<file path="config.mk">
export PLATFORM = sky130hd
export DESIGN_NAME = io_terminal_unit
export DESIGN_NICKNAME = d
export VERILOG_FILES = /design/src/rtl/io_terminal_unit.sv
export SDC_FILE = /design/constraint.sdc
export NUM_CORES = 1
export LEC_CHECK = 0
export BUFFER_PORTS_ARGS = -buffer_cell sky130_fd_sc_hd__buf_2
export CAP_MARGIN = 30
export CORE_MARGIN = 3
export CORE_UTILIZATION = 35
export DETAILED_ROUTE_END_ITERATION = 6
export PLACE_DENSITY = 0.57
export RECOVER_POWER = 100
export SYNTH_ARGS = -nofsm -noshare
export SYNTH_HDL_FRONTEND = slang
export SYNTH_SLANG_ARGS = --single-unit
</file>
<file path="constraint.sdc">
create_clock -name clk -period 3.7 [get_ports clk]
set_clock_uncertainty 0.2 [all_clocks]
set_input_delay 0.555 -clock clk [delete_from_list [all_inputs] [get_ports clk]]
set_output_delay 0.555 -clock clk [all_outputs]
set_load 0.005 [all_outputs]
</file>
<file path="src/rtl/io_terminal_unit.sv">
// rtl/io_terminal_unit.sv - device side of the INPR/FGI/OUTR/FGO port: keyboard FIFO in, printer handshake out
module io_terminal_unit #(
    parameter int KBD_DEPTH = 4,
    parameter int PRN_GAP   = 2
) (
    input  logic       clk,
    input  logic       rst_n,
    input  logic [7:0] kbd_data,
    input  logic       kbd_valid,
    output logic       kbd_ready,
    output logic [7:0] inpr,
    output logic       fgi,
    input  logic       inp_ack,
    input  logic [7:0] outr_data,
    input  logic       out_ack,
    output logic [7:0] outr,
    output logic       fgo,
    output logic [7:0] prn_data,
    output logic       prn_valid,
    input  logic       prn_ready,
    input  logic       ien,
    output logic       irq
);

    localparam int          AW         = $clog2(KBD_DEPTH);
    localparam logic [AW:0] FULL_COUNT = (AW + 1)'(KBD_DEPTH);
    localparam logic [3:0]  GAP_LOAD   = (PRN_GAP == 0) ? 4'd0 : 4'(PRN_GAP - 1);
    localparam bit          HAS_GAP    = (PRN_GAP != 0);

    logic [7:0]    mem [KBD_DEPTH];
    logic [AW-1:0] wr_ptr;
    logic [AW-1:0] rd_ptr;
    logic [AW:0]   count;
    logic          push;
    logic          pop;

    // Ready depends only on state, so a same-cycle pop never frees a slot early.
    assign kbd_ready = (count != FULL_COUNT);
    assign push      = kbd_valid && kbd_ready;
    assign pop       = !fgi && (count != '0);

    always_ff @(posedge clk) begin
        if (push) begin
            mem[wr_ptr] <= kbd_data;
        end
    end

    always_ff @(posedge clk or negedge rst_n) begin
        if (!rst_n) begin
            wr_ptr <= '0;
            rd_ptr <= '0;
            count  <= '0;
            inpr   <= 8'h00;
            fgi    <= 1'b0;
        end else begin
            if (push) begin
                wr_ptr <= wr_ptr + 1'b1;
            end
            if (pop) begin
                rd_ptr <= rd_ptr + 1'b1;
            end
            case ({push, pop})
                2'b10:   count <= count + 1'b1;
                2'b01:   count <= count - 1'b1;
                default: count <= count;
            endcase
            // pop requires fgi=0, so it never competes with the INP acknowledge.
            if (pop) begin
                inpr <= mem[rd_ptr];
                fgi  <= 1'b1;
            end else if (inp_ack && fgi) begin
                fgi <= 1'b0;
            end
        end
    end

    typedef enum logic [1:0] {
        IDLE = 2'd0,
        SEND = 2'd1,
        GAP  = 2'd2
    } out_state_t;

    out_state_t state;
    out_state_t next_state;
    logic [3:0] gap_cnt;
    logic [3:0] next_gap_cnt;
    logic       load_outr;

    always_ff @(posedge clk or negedge rst_n) begin
        if (!rst_n) begin
            state   <= IDLE;
            gap_cnt <= 4'd0;
            outr    <= 8'h00;
        end else begin
            state   <= next_state;
            gap_cnt <= next_gap_cnt;
            if (load_outr) begin
                outr <= outr_data;
            end
        end
    end

    always_comb begin
        next_state   = state;
        next_gap_cnt = gap_cnt;
        load_outr    = 1'b0;
        case (state)
            IDLE: begin
                if (out_ack) begin
                    load_outr  = 1'b1;
                    next_state = SEND;
                end
            end
            SEND: begin
                if (prn_ready) begin
                    if (HAS_GAP) begin
                        next_state   = GAP;
                        next_gap_cnt = GAP_LOAD;
                    end else begin
                        next_state = IDLE;
                    end
                end
            end
            GAP: begin
                if (gap_cnt == 4'd0) begin
                    next_state = IDLE;
                end else begin
                    next_gap_cnt = gap_cnt - 1'b1;
                end
            end
            default: next_state = IDLE;
        endcase
    end

    // Flags decode straight from registered state so reset drops prn_valid immediately.
    assign fgo       = (state == IDLE);
    assign prn_valid = (state == SEND);
    assign prn_data  = outr;
    assign irq       = ien && (fgi || fgo);

endmodule
</file>
# ---- Yosys cells after proc, flatten, opt, wreduce, memory -nomap -nowiden
# Memories as Yosys holds them, arrays and structs flattened. A register that Yosys moved wholly into a read port is not among the register bits.
# Index checks and enable logic that the tools add are counted.
dict set report totals {
  reg_bits 22
  n_memories 1
  word_cells 51
  input_bits 23
  ramBits 32
  output_inout_bits 29
}
# name depth width rd rd_ports_with_merged_regs wr line
set memory_table {}
lappend memory_table {mem 4 8 1 1 1 30} ;# logic [7:0] mem [KBD_DEPTH];
dict set report classes {
  n_reduce_logical 15
  n_addsub 5
  n_mux 14
  n_eq_ne 9
}
# operator n
set ops {}
lappend ops {{4-bit 2-to-1 mux} 2}
lappend ops {{4-bit one-hot mux with 2 select lines} 1}
lappend ops {{1-bit 2-to-1 mux} 6}
lappend ops {{2-bit 2-to-1 mux} 3}
lappend ops {{2-bit != test, second input constant} 3}
lappend ops {{2-bit one-hot mux with 3 select lines} 1}
lappend ops {{3-bit one-hot mux with 2 select lines} 1}
lappend ops {{3-bit AND reduction} 2}
lappend ops {{2-bit nonzero test} 3}
lappend ops {{2-bit by 1-bit adder with 2-bit output, second input constant} 2}
lappend ops {{2-bit by 1-bit equality test with 1-bit output, second input constant} 2}
lappend ops {{2-bit equality test, second input constant} 2}
lappend ops {{1-bit logical AND} 4}
lappend ops {{4-bit logical NOT} 1}
lappend ops {{4-bit by 1-bit subtractor with 4-bit output, second input constant} 1}
lappend ops {{3-bit by 1-bit adder with 3-bit output, second input constant} 1}
lappend ops {{3-bit != test, second input constant} 1}
lappend ops {{3-bit nonzero test} 1}
lappend ops {{3-bit by 1-bit subtractor with 3-bit output, second input constant} 1}
lappend ops {{1-bit logical NOT} 2}
lappend ops {{2-bit logical NOT} 1}
lappend ops {{2-bit by 1-bit != test with 1-bit output, second input constant} 1}
lappend ops {{1-bit logical OR} 1}

# ---- Logic depth before layout (Yosys ltp)
# Gate-level depths: netlist of run 1.
dict set report logic_depth {
  word_depth 4
  mapped_depth 9
  mapped_depth_nobuf 9
}

# ---- Worst setup path after synthesis of run 1
# No wires, ideal clock.
dict set report synth_timing {
  path_kind {register -> register}
  start {register count[1]}
  end {register count[2]}
  required_time_ps 3421
  synth_period_minus_slack_ps 2269
  setup_ps 79
  n_path_buf 0
  setup_slack_ps 1431
  path_stages_with_launch 10
  arrival_time_ps 1990
  cell_sequence {dfrtp_1 or3b_4 and2_4 inv_1 ha_1 inv_1 fa_1 xor2_1 nor2_1 xor2_1}
}
dict set report synth_between {
  elab_chain_cells 4
  elab_cells_between_ends 10
  cone_classes {2 x add/sub; 3 x eq/ne; 1 x mux; 4 x reduce/logical}
}
# element line
set synth_lines {}
lappend synth_lines {{start: declaration} 33} ;# logic [AW:0] count;
lappend synth_lines {{start signal: assignment} 63} ;# 2'b10: count <= count + 1'b1;
lappend synth_lines {{start signal: assignment} 64} ;# 2'b01: count <= count - 1'b1;
lappend synth_lines {{start signal: assignment} 65} ;# default: count <= count;
lappend synth_lines {{3-bit != test (*)} 38} ;# assign kbd_ready = (count != FULL_COUNT);
lappend synth_lines {{via kbd_ready} 10} ;# output logic kbd_ready,
lappend synth_lines {{1-bit logical AND (*)} 39} ;# assign push = kbd_valid && kbd_ready;
lappend synth_lines {{2-bit by 1-bit equality test with 1-bit output / 2-bit equality test (equally long branches)} 62} ;# case ({push, pop})
lappend synth_lines {{3-bit one-hot mux with 2 select lines / 2-bit nonzero test (equally long branches)} --}
# The timed path passes the listed nets; every way through them passes the cells marked *.
# A chain may end at the register's enable or synchronous reset.

# ---- Worst setup path after layout of run 1
dict set report layout_timing {
  start {register count[0]}
  end {register count[2]}
}
dict set report layout_between {
  elab_chain_cells 4
  elab_cells_between_ends 10
  cone_classes {2 x add/sub; 3 x eq/ne; 1 x mux; 4 x reduce/logical}
}
# element line
set layout_lines {}
lappend layout_lines {{3-bit nonzero test (*)} 40} ;# assign pop = !fgi && (count != '0);
lappend layout_lines {{1-bit logical AND (*)} 40}
lappend layout_lines {{via pop} 35} ;# logic pop;
lappend layout_lines {{2-bit by 1-bit equality test with 1-bit output / 2-bit equality test (equally long branches)} 62}
lappend layout_lines {{3-bit one-hot mux with 2 select lines / 2-bit nonzero test (equally long branches)} --}
# Marks and branches as above.

==> results of run 1 <==
-- per-layer routing --
layer	wire, um	up-vias
li1	-	653
met5	0	-
met1	1950	676
met3	160	9
met2	2260	20
met4	99	0
-- worst paths after layout --
path                                      startpoint                    end  cells after the start
worst max-delay path            count[0]$_DFFE_PN0P_   count[2]$_DFFE_PN0P_                      8
worst min-delay path                         inp_ack        fgi$_DFFE_PN0P_                      2
worst max register to register  count[0]$_DFFE_PN0P_   count[2]$_DFFE_PN0P_                      8
worst min register to register  count[2]$_DFFE_PN0P_   count[2]$_DFFE_PN0P_                      1
max in group asynchronous                      rst_n  wr_ptr[1]$_DFFE_PN0P_                      1
min in group asynchronous                      rst_n  rd_ptr[0]$_DFFE_PN0P_                      1
-- stage by stage --
stage / cells / hold WS [ns]
final: 306 / 0.202
after global routing: 306 / 0.208
after detailed placement: 290 / 0.280
after CTS: 306 / 0.0708
after floorplan: 154 / 0.0594
after global placement: 290 / 0.278
-- power groups by stage --
stage	Clock (uW)	Sequential, uW	Combinational (uW)
2_1_floorplan	0	1100	655
3_3_place_gp	0	1160	831
3_5_place_dp	0	1170	838
4_1_cts	587	1160	841
5_1_grt	616	1190	879
6_report	567	1150	786
-- cells in the final DEF (no fill, tap or decap), types with 2 or more instances in the layout --
master,instances
inv_1,10
and2_0,2
and3_1,4
nand3_1,2
mux2i_1,2
clkbuf_8,9
xnor2_1,3
nor2b_1,2
edfxtp_1,32
dfrtp_1,30
nor3_1,2
nor2_1,3
o2bb2ai_1,2
clkbuf_1,23
xor2_1,4
buf_2,29
mux4_1,3
nand2_1,3
mux4_2,5
ha_1,7
clkinv_4,2
a21boi_0,2
mux2_2,16
-- logic make-up (layout without fill, tap and decap cells) --
| logic type | after synthesis | in the layout | synth area share |
|---|---|---|---|
| flip-flops | 62 | 62 | 0.659 |
| AND/OR/NAND/NOR | 22 | 22 | 0.0530 |
| multiplexers | 27 | 27 | 0.156 |
| AO/OA/AOI/OAI | 7 | 7 | 0.0217 |
| XOR/XNOR | 7 | 7 | 0.0236 |
| buffers and inverters | 21 | 77 | 0.0453 |
| adder cells (fa/ha/maj) | 8 | 8 | 0.0414 |
-- registers in the layout, summed over array words and instances (netlist names) --
register	cells
count	3
fgi	1
gap_cnt	4
inpr	8
mem	32
outr	8
rd_ptr	2
state	2
wr_ptr	2
-- synth_stat cells (2+ instances only) --
cell        n  share of area
and3_2      4          0.012
buf_4       8          0.023
dfrtp_1    30           0.29
edfxtp_1   32           0.37
ha_1        7          0.034
inv_1      10          0.014
mux2_2     16          0.069
mux2i_1     2         0.0077
mux4_1      3          0.030
mux4_2      5          0.043
nand2_1     3         0.0043
nand3_1     2         0.0039
nor2_1      2         0.0029
nor2b_1     2         0.0048
nor3_1      2         0.0039
o2bb2ai_1   2         0.0067
xnor2_1     3          0.010
xor2_1      4          0.013
-- final cells by class --
| type | count | area (um2) | area share |
|---|---|---|---|
| clock inverter | 5 | 60.1 | 0.0197 |
| sequential | 62 | 1710 | 0.563 |
| timing repair buffer | 51 | 228 | 0.0749 |
| clock buffer | 11 | 131 | 0.0432 |
| inverter | 10 | 37.5 | 0.0123 |
| multi-input combinational | 71 | 753 | 0.248 |
| tap | 96 | 120 | 0.0395 |
==> impl_metrics.py, run 1 <==
metrics = {
    "drt": {
        "vias": 1358,
        "drc": 0,
        "ant_nets": 0,
        "drtIter0Drc": 58,
        "via_per_inst": 4.44,
        "first_pass_iters": 2,
        "totalWireLength_mm": 4.47,
        "wl_per_cell_um": 14.6,
    },
    "power_and_ir_drop": {
        "clkPwrFrac": 0.227,
        "p_sw_uw": 782,
        "powerDensity_nw_per_um2": 822,
        "pwr-share-seq": 0.459,
        "power.total_uw": 2500,
        "p_leak_uw": 0.00124,
        "pwr-share-comb": 0.314,
        "sw_frac_of_total": 0.313,
        "peakVddDrop_mv": 0.266,
        "internal_power_uw": 1720,
    },
    "clock_network": {
        "cts_setup_buffers": 0,
        "post_cts_resized": 0,
        "clock_latency_ns": 0.33,
        "clk_pin_slew_ns": 0.06,
        "cts_root_buf": "clkbuf_8",
        "cts_buffers": 9,
        "ctsHoldBuffers": 0,
        "cts.sinks": 62,
        "cts_tree": "yes",
        "ctsLongestPathBuffers": 2,
        "ctsHtreeMaxLevel": 3,
    },
    "logic_synthesis": {
        "synthCells": 154,
        "async_flop_share": 0.484,
        "yosys_warnings": 0,
        "synth_flop_cell": "edfxtp_1",
        "synth_cell_types": 35,
        "ys_ff_latch": 62,
        "avgSynthCellArea_um2": 16.9,
        "synth-edff-count": 32,
        "syn_nets": 185,
        "ys_seq_area_frac": 0.659,
        "syn_area_um2": 2600,
    },
    "die": {
        "dieArea_um2": 8500,
        "boundaryPins": 52,
        "die_w_um": 92.2,
        "rows": 30,
        "coreArea_um2": 6980,
        "die_h_um": 92.2,
        "initial_core_util": 0.372,
    },
    "finish": {
        "nFillCells": 673,
        "finalCoreUtilization": 0.436,
        "antenna_cells": 0,
        "area_delta_synth_final_pct": 17.0,
        "stdcell_area_um2": 3040,
        "nets": 236,
        "drive_gt1_frac": 0.314,
    },
    "timing": {
        "finalCritPeriodShare": 0.715,
        "final.setup.tns_ns": 0,
        "worst_pin_slew_ns": 1.62,
        "hold_viol": 0,
        "setup_viol": 0,
        "fin_crit_ns": 2.64,
        "fmax_mhz": 378,
        "timing.final.ws_setup_ns": 1.06,
        "slew_viol_final": 31,
        "rsz0062_at_grt": "no",
        "slew_headroom": -0.0815,
    },
    "status": {
        "violations": "max-capacitance violations, max-slew violations",
        "status": "finished, violations left",
    },
    "global_route": {
        "first_global_vias": 1414,
        "grt_max_degree": 31,
        "antenna_found_initial": 0,
        "busiest_layer": "met2",
        "grt_usage": 0.113,
        "globalRouteMet2Util": 0.177,
        "grt_util_met1": 0.135,
        "grt_overflow": 0,
        "grt_first_pass_wirelength_mm": 7.12,
        "use_met3": 0.0336,
    },
    "worst_setup_path": {
        "crit_buf_inv": 1,
        "cpPeakStageDelay_ns": 0.70,
        "required_ns": 3.76,
        "crit_slowest_cell": "nor2_1",
        "cpLargestDelayFamily": "simple AND/OR/NAND/NOR gates",
        "critical_path.cell_chain": "nor3_1, nor2_1, ha_1, inv_1, fa_1, xor2_1, nor2_1, xor2_1",
        "end_kind": "flop",
        "path_class": "reg2reg",
        "cp_max_fo": 10,
        "cp.arrival_ns": 2.70,
        "reg2reg_slack_ns": 1.06,
        "startpoint_type": "flop",
    },
    "placement": {
        "io_buffers": 51,
        "place_area_um2": 2890,
        "dp.final_hpwl_mm": 3.11,
        "place_ws_ns": 1.32,
        "routabilityCongestion": 0.736,
    },
    "flow_run": {
        "drv_cap": 1,
    },
    "worst_hold_path": {
        "hold_path.class": "in2reg",
    },
}
Power figures use the tool's default switching activity.
==> run 2: changes to the inputs <==
--- a/config.mk
+++ b/config.mk
@@ -10,7 +10,7 @@
 export CORE_MARGIN = 3
 export CORE_UTILIZATION = 35
 export DETAILED_ROUTE_END_ITERATION = 6
-export PLACE_DENSITY = 0.57
+export PLACE_DENSITY = 0.59
 export RECOVER_POWER = 100
 export SYNTH_ARGS = -nofsm -noshare
 export SYNTH_HDL_FRONTEND = slang
==> constraint.sdc (replaced) <==
create_clock -name clk -period 2.3 [get_ports clk]
set_clock_uncertainty 0.2 [all_clocks]
set_input_delay 0.345 -clock clk [delete_from_list [all_inputs] [get_ports clk]]
set_output_delay 0.345 -clock clk [all_outputs]
set_load 0.005 [all_outputs]
==> run 2 against run 1 <==
  * The flow now finishes without violations
  * Worst hold slack lost 0.17 ns
  * Flip-flop and latch count unchanged
  * Register-to-register slack lost 0.92 ns
  * Critical path type unchanged
  * Cell area up 3.0%
  * Wire length decreased by 0.85%
==> impl_metrics.py, run 2 (synthesis gave the netlist of run 1 again) <==
metrics = {
    "timing": {
        "hold_viol": 0,
        "fin_crit_ns": 2.17,
        "finalCritPeriodShare": 0.943,
        "setup_viol": 0,
        "rsz0062_at_grt": "no",
        "slew_viol_final": 0,
        "slew_headroom": 0.479,
        "timing.final.ws_setup_ns": 0.131,
        "hold_ws_ns": 0.0366,
        "worst_pin_slew_ns": 0.782,
        "fmax_mhz": 461,
    },
    "placement": {
        "place_area_um2": 2950,
        "io_buffers": 51,
        "routabilityCongestion": 0.749,
        "place_ws_ns": -0.00773,
        "dp.final_hpwl_mm": 3.08,
    },
    "power_and_ir_drop": {
        "p_leak_uw": 0.00129,
        "peakVddDrop_mv": 0.521,
        "powerDensity_nw_per_um2": 1320,
    },
    "finish": {
        "antenna_cells": 0,
        "regMostFlops": "mem",
        "top_regs": "mem x32, inpr x8, outr x8",
        "final_cell_mix": "32 x edfxtp_1, 30 x dfrtp_1, 28 x buf_2, 27 x clkbuf_1, 15 x mux2_2",
        "nFillCells": 662,
        "stdcell_area_um2": 3130,
        "final_common_cell": "edfxtp_1",
        "drive_gt1_frac": 0.344,
        "area_delta_synth_final_pct": 20.6,
        "largest_reg_flops": 32,
        "nets": 247,
    },
    "die": {
        "die_w_um": 92.2,
        "die_h_um": 92.2,
        "initial_core_util": 0.372,
        "boundaryPins": 52,
        "coreArea_um2": 6980,
        "dieArea_um2": 8500,
        "rows": 30,
    },
    "global_route": {
        "grt_first_pass_wirelength_mm": 7.25,
        "first_global_vias": 1507,
        "grt_overflow": 0,
        "antenna_found_initial": 0,
        "grt_usage": 0.113,
        "grt_max_degree": 31,
    },
    "worst_setup_path": {
        "startpoint": "count[0]$_DFFE_PN0P_",
        "rr_startpoint": "count[0]$_DFFE_PN0P_",
        "cp_max_fo": 2,
        "critical_path.cell_chain": "or3b_4, and2_4, inv_4, ha_4, inv_1, fa_2, xor2_1, nor2_1, xor2_1",
        "startpoint_type": "flop",
        "path_class": "reg2reg",
        "cpPeakStageDelay_ns": 0.40,
        "end_kind": "flop",
        "cp.arrival_ns": 2.22,
        "crit_slowest_cell": "or3b_4",
        "required_ns": 2.35,
        "path_common_cell": "xor2_1",
        "crit_buf_inv": 2,
        "cpLargestDelayFamily": "simple AND/OR/NAND/NOR gates",
    },
    "flow_run": {
        "drv_cap": 0,
    },
    "drt": {
        "vias": 1404,
        "wl_per_cell_um": 14.0,
        "via_per_inst": 4.43,
        "first_pass_iters": 4,
        "ant_nets": 0,
        "totalWireLength_mm": 4.43,
        "drc": 0,
        "drtIter0Drc": 101,
    },
    "clock_network": {
        "clock_latency_ns": 0.33,
        "clk_pin_slew_ns": 0.06,
        "ctsLongestPathBuffers": 2,
        "ctsHtreeMaxLevel": 3,
        "cts.sinks": 62,
        "cts_root_buf": "clkbuf_8",
        "cts_tree": "yes",
        "cts_buffers": 9,
    },
    "worst_hold_path": {
        "hold_path.class": "in2reg",
        "holdCritStartpoint": "outr_data[2]",
    },
    "status": {
        "status": "finished, final reports clean",
    },
}
==> run 2: final timing paths <==
kind,end,slack (ns),cells after the start
max in group asynchronous,outr[2]$_DFFE_PN0P_,0.96,2
max reg2reg,count[2]$_DFFE_PN0P_,0.13,9
min,outr[2]$_DFFE_PN0P_,0.04,2
min reg2reg,gap_cnt[2]$_DFFE_PN0P_,0.30,1
max,count[2]$_DFFE_PN0P_,0.13,9
min in group asynchronous,inpr[2]$_DFFE_PN0P_,0.44,2
==> run 2: report_power, final <==
part / leakage, uW / internal [uW] / total, uW / switching [uW]
Clock: 0.0000964 / 498 / 914 / 416
Sequential: 0.000650 / 1570 / 1810 / 239
Combinational: 0.000540 / 781 / 1400 / 623
Total: 0.00129 / 2850 / 4130 / 1280
==> run 2: worst reg2reg max path, stage by stage (launching register included) <==
cell and delay (ns):
dfrtp_1 0.38, or3b_4 0.40, and2_4 0.16, inv_4 0.05, ha_4 0.12, inv_1 0.04
fa_2 0.32, xor2_1 0.14, nor2_1 0.11, xor2_1 0.16
==> run 2: cell type report <==
type	instances	area (um2)	share of cell area
Tap cell	96	120	0.0383
Clock buffer	10	128	0.0407
Multi-Input combinational cell	71	773	0.247
Clock inverter	6	61.3	0.0196
Inverter	10	40.0	0.0128
Sequential cell	62	1710	0.546
Timing Repair Buffer	62	300	0.0958
==> run 2: per-stage QoR <==
| stage | setup TNS, ns | std cells | util | power (uW) |
|---|---|---|---|---|
| floorplan | 0 | 154 | - | 2830 |
| global placement | 0 | 297 | 0.422 | 3290 |
| detailed placement | -0.00773 | 297 | 0.422 | 3310 |
| CTS | 0 | 317 | 0.454 | 4260 |
| global route | 0 | 317 | 0.449 | 4440 |
| finish | 0 | 317 | 0.449 | 4130 |
==> run 2: metal layers <==
layer,track usage,wire length (um),vias to the layer above
met5,0,0,-
met4,0.0668,40,0
met3,0.0377,213,4
met2,0.181,2240,21
met1,0.133,1940,699
li1,-,-,680
==> run 2: timing repair <==
action | CTS | global route
pin swaps | 3 | 3
setup endpoints to repair | 1 | 1
hold endpoints to repair | 31 | 0
hold buffers | 2 | 0
resized for setup | 1 | 4
buffers inserted | 2 | 0
